### src/rtl/mover_tablero.sv
// mover_tablero: sequential move engine for the 4x4 2048 board.
// A start latches the board and direction; one line is slid and merged per
// cycle (four cycles in total), then the shifted board, the moved flag and
// the score gained are published together with a one-cycle done pulse.
module mover_tablero (
  input  logic       clk,
  input  logic       rst,
  input  logic       inicio,
  input  logic [2:0] selector,
  input  int         matriz_entrada [4][4],
  output int         matriz_resultante [4][4],
  output logic       ocupado,
  output logic       listo,
  output logic       movido,
  output int         puntos
);

  localparam logic [2:0] DIR_IZQ = 3'b001;
  localparam logic [2:0] DIR_DER = 3'b010;
  localparam logic [2:0] DIR_ARR = 3'b011;
  localparam logic [2:0] DIR_ABA = 3'b100;

  typedef logic [3:0][31:0]       linea_t;
  typedef logic [3:0][3:0][31:0]  tablero_t;

  typedef struct packed {
    linea_t      celdas;
    logic [31:0] pts;
  } deslizado_t;

  typedef enum logic {ESPERA, PROCESA} estado_t;

  estado_t     estado, estado_sig;
  logic [1:0]  idx;
  logic [2:0]  dir;
  logic        dir_valida;
  tablero_t    tablero, tablero_sig, entrada, resultado;
  logic        movido_acc;
  logic [31:0] puntos_acc, puntos_q;
  logic        carga, avanza, ultimo;
  linea_t      linea_in;
  deslizado_t  linea_out;
  logic        cambio_linea;
  logic [1:0]  fila_sel [4];
  logic [1:0]  col_sel  [4];

  // Standard 2048 line rule, element 0 is the leading cell. Nonzero cells
  // are compacted first; c[4] is a permanent zero so the last compacted
  // cell always has a (non-matching) neighbour to compare against.
  function automatic deslizado_t deslizar(input linea_t l);
    logic [4:0][31:0] c;
    logic [2:0]       k;
    logic             saltar;
    deslizado_t       r;
    c = '0;
    k = '0;
    for (int i = 0; i < 4; i++) begin
      if (l[i] != '0) begin
        c[k] = l[i];
        k    = k + 3'd1;
      end
    end
    r      = '0;
    k      = '0;
    saltar = 1'b0;
    for (int i = 0; i < 4; i++) begin
      if (saltar) begin
        saltar = 1'b0;
      end else if (c[i] != '0) begin
        if (c[i] == c[i+1]) begin
          r.celdas[k[1:0]] = c[i] << 1;
          r.pts            = r.pts + (c[i] << 1);
          saltar           = 1'b1;
        end else begin
          r.celdas[k[1:0]] = c[i];
        end
        k = k + 3'd1;
      end
    end
    return r;
  endfunction

  // Port-side board conversion between int arrays and the packed datapath.
  always_comb begin
    for (int r = 0; r < 4; r++) begin
      for (int c = 0; c < 4; c++) begin
        entrada[r][c]           = matriz_entrada[r][c];
        matriz_resultante[r][c] = resultado[r][c];
      end
    end
  end

  assign puntos     = puntos_q;
  assign dir_valida = (dir == DIR_IZQ) || (dir == DIR_DER) ||
                      (dir == DIR_ARR) || (dir == DIR_ABA);

  // State register.
  always_ff @(posedge clk or negedge rst) begin
    if (!rst) estado <= ESPERA;
    else      estado <= estado_sig;
  end

  // Next-state logic: four processing cycles per accepted start.
  always_comb begin
    estado_sig = estado;
    case (estado)
      ESPERA:  if (inicio)       estado_sig = PROCESA;
      PROCESA: if (idx == 2'd3)  estado_sig = ESPERA;
      default:                   estado_sig = ESPERA;
    endcase
  end

  // FSM outputs: busy flag and datapath strobes.
  always_comb begin
    ocupado = (estado == PROCESA);
    carga   = (estado == ESPERA) && inicio;
    avanza  = (estado == PROCESA);
    ultimo  = avanza && (idx == 2'd3);
  end

  // Board coordinates of line idx, leading cell first. Invalid directions
  // reuse the row mapping; their line is passed through untouched anyway.
  always_comb begin
    for (int p = 0; p < 4; p++) begin
      case (dir)
        DIR_DER: begin fila_sel[p] = idx;             col_sel[p] = 2'd3 - 2'(p); end
        DIR_ARR: begin fila_sel[p] = 2'(p);           col_sel[p] = idx;          end
        DIR_ABA: begin fila_sel[p] = 2'd3 - 2'(p);    col_sel[p] = idx;          end
        default: begin fila_sel[p] = idx;             col_sel[p] = 2'(p);        end
      endcase
    end
  end

  // Slide/merge the current line and write it back into a board copy.
  always_comb begin
    linea_in = '0;
    for (int p = 0; p < 4; p++) linea_in[p] = tablero[fila_sel[p]][col_sel[p]];
    if (dir_valida) begin
      linea_out = deslizar(linea_in);
    end else begin
      linea_out.celdas = linea_in;
      linea_out.pts    = '0;
    end
    cambio_linea = (linea_out.celdas != linea_in);
    tablero_sig  = tablero;
    for (int p = 0; p < 4; p++) tablero_sig[fila_sel[p]][col_sel[p]] = linea_out.celdas[p];
  end

  // Working board: loaded on start, rewritten one line per processing cycle.
  always_ff @(posedge clk) begin
    if (carga)       tablero <= entrada;
    else if (avanza) tablero <= tablero_sig;
  end

  // Line index, accumulators and published results; outputs change only on
  // the final processing edge so they stay valid until the next move ends.
  always_ff @(posedge clk or negedge rst) begin
    if (!rst) begin
      idx        <= '0;
      dir        <= '0;
      movido_acc <= 1'b0;
      puntos_acc <= '0;
      resultado  <= '0;
      movido     <= 1'b0;
      puntos_q   <= '0;
      listo      <= 1'b0;
    end else begin
      listo <= 1'b0;
      if (carga) begin
        idx        <= '0;
        dir        <= selector;
        movido_acc <= 1'b0;
        puntos_acc <= '0;
      end else if (avanza) begin
        idx        <= idx + 2'd1;
        movido_acc <= movido_acc | cambio_linea;
        puntos_acc <= puntos_acc + linea_out.pts;
        if (ultimo) begin
          resultado <= tablero_sig;
          movido    <= movido_acc | cambio_linea;
          puntos_q  <= puntos_acc + linea_out.pts;
          listo     <= 1'b1;
        end
      end
    end
  end

endmodule
### config.mk
export PLATFORM = sky130hd
export DESIGN_NAME = mover_tablero
export DESIGN_NICKNAME = d
export VERILOG_FILES = /design/src/rtl/mover_tablero.sv
export SDC_FILE = /design/constraint.sdc
export NUM_CORES = 2
export LEC_CHECK = 0
export BUFFER_PORTS_ARGS = -buffer_cell sky130_fd_sc_hd__buf_2
export CELL_PAD_IN_SITES_DETAIL_PLACEMENT = 0
export CELL_PAD_IN_SITES_GLOBAL_PLACEMENT = 1
export CORE_ASPECT_RATIO = 1.5
export CORE_UTILIZATION = 25
export CTS_BUF_LIST = sky130_fd_sc_hd__clkbuf_4 sky130_fd_sc_hd__clkbuf_8
export DETAILED_ROUTE_END_ITERATION = 6
export HOLD_SLACK_MARGIN = 0.1
export PLACE_DENSITY_LB_ADDON = 0.1
export SYNTH_ARGS = -nofsm -noshare
export SYNTH_HDL_FRONTEND = slang
export SYNTH_SLANG_ARGS = --single-unit
### constraint.sdc
create_clock -name clk -period 16.6 [get_ports clk]
set_clock_uncertainty 0.05 [all_clocks]
set_input_delay 4.98 -clock clk [delete_from_list [all_inputs] [get_ports clk]]
set_output_delay 4.98 -clock clk [all_outputs]
set_load 0.005 [all_outputs]
==> qor.yml, run 1 <==
run_status:
  status: "aborted with a tool error"
  stop_stage: "global routing"
  stop_error: "[ERROR GRT-0116] Global routing finished with congestion. Check the congestion regions in the DRC Viewer."
clocking:
  cts_buffer_depth: 4
  htree_num_levels: 4
  post_cts_buffers: 0
  clockRootBuffer: "clkbuf_8"
  cts-buffers-inserted: 195
  ctsHoldBuffers: 0
  cts.sinks: 1095
synthesis:
  synth_edf_count: 512
  synth_cells: 12107
  synth_top_area_share_pct: 16.7
  syn_nets: 12759
  yosys_warnings: 0
  yosys-top-cells-count: "2520 x nand2_1, 1076 x nor2_1, 867 x a21oi_1"
  netlist_area_sq_mm: 0.0923
  synth.avg_cell_area_sq_um: 7.63
  synth-seq-cells: 1095
  synth_ff_type: "dfrtp_1"
  async_flop_share_pct: 53.2
  ys_seq_area_share_pct: 32.5
  yosysMostFrequentCell: "nand2_1"
  synth_cell_type_count: 112
  synth_area_leaders: "edfxtp_1 17%, dfrtp_1 16%, nand2_1 10%, a211oi_1 6.5%, a21oi_1 4.7%"
  yosys.area.top_type: "edfxtp_1"
grt:
  grt_use_total_pct: 61.1
  grt_pass1_vias: 133195
  grt.overflow.total: 5
  grt_max_degree: 159
  grt_pass1_wl_mm: 1500
place:
  dpl_worst_slack_ps: -1060
  hpwl_mm: 853
  gp_congestion: 1.19
  port_buffers: 1063
  dp.cells: 19227
die:
  die_h_um: 746
  rows: 273
  initial_core_util_pct: 25.1
  fp.dieW_um: 498
  num_io_pins: 1065
==> timing repair <==
item                       4_1_cts
gates cloned                     0
gates resized for setup         17
setup endpoints to repair       16
==> metrics by stage <==
stage | util (%) | instance area, sq um | hold WS [ps]
2_1_floorplan | - | 92300 | 406
3_3_place_gp | 33.0 | 121000 | 405
3_5_place_dp | 33.0 | 121000 | 407
4_1_cts | 34.2 | 126000 | 423
==> metal layers <==
layer | global-route usage (%) | overflow
met1 | 60.1 | 0
met2 | 86.8 | 3
met3 | 33.1 | 0
met4 | 65.9 | 2
met5 | 5.75 | 0
==> logic make-up after synthesis <==
logic type,share of synthesized area [%]
and+or+nand+nor,20.0
AOI/OAI and AO/OA,28.9
buffers and inverters,7.10
DFF,32.5
muxes,7.78
xor gates and xnor gates,1.90
adders and majority gates,1.86
other,0.00406
==> run 2: changes to the inputs <==
Settings changed: CELL_PAD_IN_SITES_DETAIL_PLACEMENT 0 to not set, CELL_PAD_IN_SITES_GLOBAL_PLACEMENT 1 to not set, CORE_ASPECT_RATIO 1.5 to not set, CORE_UTILIZATION 25 to 20, CTS_BUF_LIST sky130_fd_sc_hd__clkbuf_4 sky130_fd_sc_hd__clkbuf_8 to not set, HOLD_SLACK_MARGIN 0.1 to not set, PLACE_DENSITY_LB_ADDON 0.1 to 0.15.
==> run 2 against run 1 <==
  * The flow now finishes, with violations (DRC, capacitance limit, slew limit)
  * Synthesized cell count stayed put
  * Area after synthesis unchanged
==> qor.yml, run 2 <==
run_status:
  status: "complete, but fails checks"
  violations: "DRC, capacitance limit, slew limit"
clocking:
  clk_pin_slew_ps: 60
  cts_buffer_depth: 4  # unchanged
  cts-buffers-inserted: 150  # -23%
  cts.sinks: 1095  # unchanged
  clockRootBuffer: "clkbuf_16"
  cts_tree: "built"
  htree_num_levels: 4  # unchanged
  insertion_delay_ps: 950
layout:
  mostFrequentLayoutCells: "2503 x nand2_1, 2132 x buf_4, 1062 x buf_2"
  area_delta_synth_final_pct: 38.7
  fillers: 50977
  layout_commonest_cell: "nand2_1"
  drive_gt1_share_pct: 29.6
  regArea_sq_mm: 0.0300
  finalNetCount: 15148
  multi_input_area_sq_mm: 0.0576
route:
  drtIter0Drc: 16699
  wl_per_cell_um: 48.7
  postRouteAntennaNets: 0
  drtPass1Iterations: 7
  vias: 122309
  drc: 20
  wl_mm: 1020
  vias_per_cell: 5.85
synthesis:
  syn_nets: 12759  # unchanged
  yosys.area.top_type: "edfxtp_1"
  netlist_area_sq_mm: 0.0923  # unchanged
  synth_cell_type_count: 112  # unchanged
  yosys_warnings: 0  # unchanged
  yosysMostFrequentCell: "nand2_1"
  synth.avg_cell_area_sq_um: 7.63  # unchanged
  yosys-top-cells-count: "2520 x nand2_1, 1076 x nor2_1, 867 x a21oi_1"
  synth-seq-cells: 1095  # unchanged
  synth_area_leaders: "edfxtp_1 17%, dfrtp_1 16%, nand2_1 10%, a211oi_1 6.5%, a21oi_1 4.7%"
  synth_ff_type: "dfrtp_1"
  synth_edf_count: 512  # unchanged
  synth_cells: 12107  # unchanged
  synth_top_area_share_pct: 16.7  # unchanged
  ys_seq_area_share_pct: 32.5  # unchanged
  async_flop_share_pct: 53.2  # unchanged
setup_path:
  critPathCapture: "puntos[31]"
  critPathSlowestCell: "a2111oi_1"
  r2r_slack_ps: 650
  criticalPathCategory: "flip-flop to flip-flop"
  reg2reg_to: "puntos[31]"
  rr_worst_depth: 64
  critPathMaxFanout: 45
  startpoint_type: "flip-flop"
  cp-end-kind: "flip-flop"
  rr_startpoint: "dir[1]"
  crit_start: "dir[1]"
  cpMostUsedCell: "buf_4"
  crit_arrival_ps: 16670
  cp.required_ps: 17320
  max_stage_delay_ps: 700
die:
  rows: 249  # -8.8%
  design.die.area_sq_mm: 0.464
  fp.dieW_um: 681  # +37%
  num_io_pins: 1065  # unchanged
  die_h_um: 681  # -8.7%
  initial_core_util_pct: 20.1  # -5.0 points
  fp.coreArea_sq_mm: 0.460
grt:
  grt_use_total_pct: 42.1
  use_met3_pct: 11.7
  grt_max_degree: 191
  grt_use_met2_pct: 62.6
  antenna_found_initial: 177
  met1_usage_pct: 49.2
  busiest_layer: "met2"
  grt_pass1_vias: 113727
  grt.overflow.total: 0
  grt_pass1_wl_mm: 1270
sta:
  worstMarginPinSlew_ps: 1610
  slew_headroom_pct: -7.26
  finalCritPeriodShare_pct: 96.1
  max_freq_mhz: 62.7
  fin_crit_ps: 15950
  setup_violations: 0
  finalHoldViolCount: 0
  final_max_slew_viol_count: 19
  setup_tns_ps: 0
job:
  cap_violations: 5
min_path:
  hp-class: "flip-flop to flip-flop"
  min_path_cells: 2
place:
  hpwl_mm: 824  # -3.4%
  gp_congestion: 1.11  # -7.0%
  port_buffers: 1063  # unchanged
-- run 2: metrics by stage --
stage               std cells  util [%]  area (sq um)  hold slack (ps)  setup WS, ps
floorplan               12107         -         92300              406           581
global placement        20480      26.6        123000              407          -460
detailed placement      20482      26.6        123000              407          -295
CTS                     20756      27.7        127000              421           101
global route            20797      27.8        128000              436         -18.3
finish                  20898      27.8        128000              417           652
-- run 2: repair_timing --
item | 4_1_cts | 5_1_grt
hold buffers | 0 | 0
resized for setup | 2 | 38
cloned | 0 | 2
pin swaps | 0 | 4
endpoints found under the setup margin | 5 | 13
setup buffers | 0 | 7
-- run 2: how the worst min path moves through the flow --
stage,from,end,slack (ps)
after global routing,matriz_resultante[134],matriz_resultante[134],440
after CTS,matriz_resultante[152],matriz_resultante[152],420
final,matriz_resultante[152],matriz_resultante[152],420
after detailed placement,matriz_resultante[152],matriz_resultante[152],410
after floorplan,movido_acc,movido_acc,410
after global placement,matriz_resultante[1],matriz_resultante[1],410
-- run 2: logic make-up (layout without fill, tap and decap cells) --
family	count (synthesis)	after routing	share of synthesized area, %
simple gates	4404	4404	20.0
compound gates	3990	3990	28.9
buf+inv	1608	4119	7.10
flops	1095	1095	32.5
mux	675	675	7.78
xor+xnor	200	200	1.90
fa+ha+maj	134	134	1.86
other cells	1	132	0.00406
-- run 2: area by class of cell --
cell class              instances  share of cell area [%]
clock inverters                63                   0.557
multi-input cells            9404                    45.0
inverters                     417                    1.23
clock buffers                 211                    3.28
diodes                        131                   0.256
flip-flops and latches       1095                    23.4
repair buffers               3428                    20.3
well taps                    6149                    6.01
-- run 2: routing by layer --
layer	up-vias	wire length (um)
li1	48995	-
met1	61865	383000
met2	8833	430000
met3	2542	92400
met4	74	111000
met5	-	612
-- run 2: worst max-delay path: cells and delay by family, from the launching register on --
kind | cells | cell delay (ps)
adders and majority gates | 4 | 1530
AOI/OAI and AO/OA | 29 | 6160
xor gates and xnor gates | 3 | 600
buffers and inverters | 16 | 3270
DFF | 1 | 530
and+or+nand+nor | 9 | 2560
muxes | 3 | 1010
Power of run 2 is left out: the tool's default activity adds up to more than one toggle a clock period on the data nets, which glitch-free logic cannot reach.
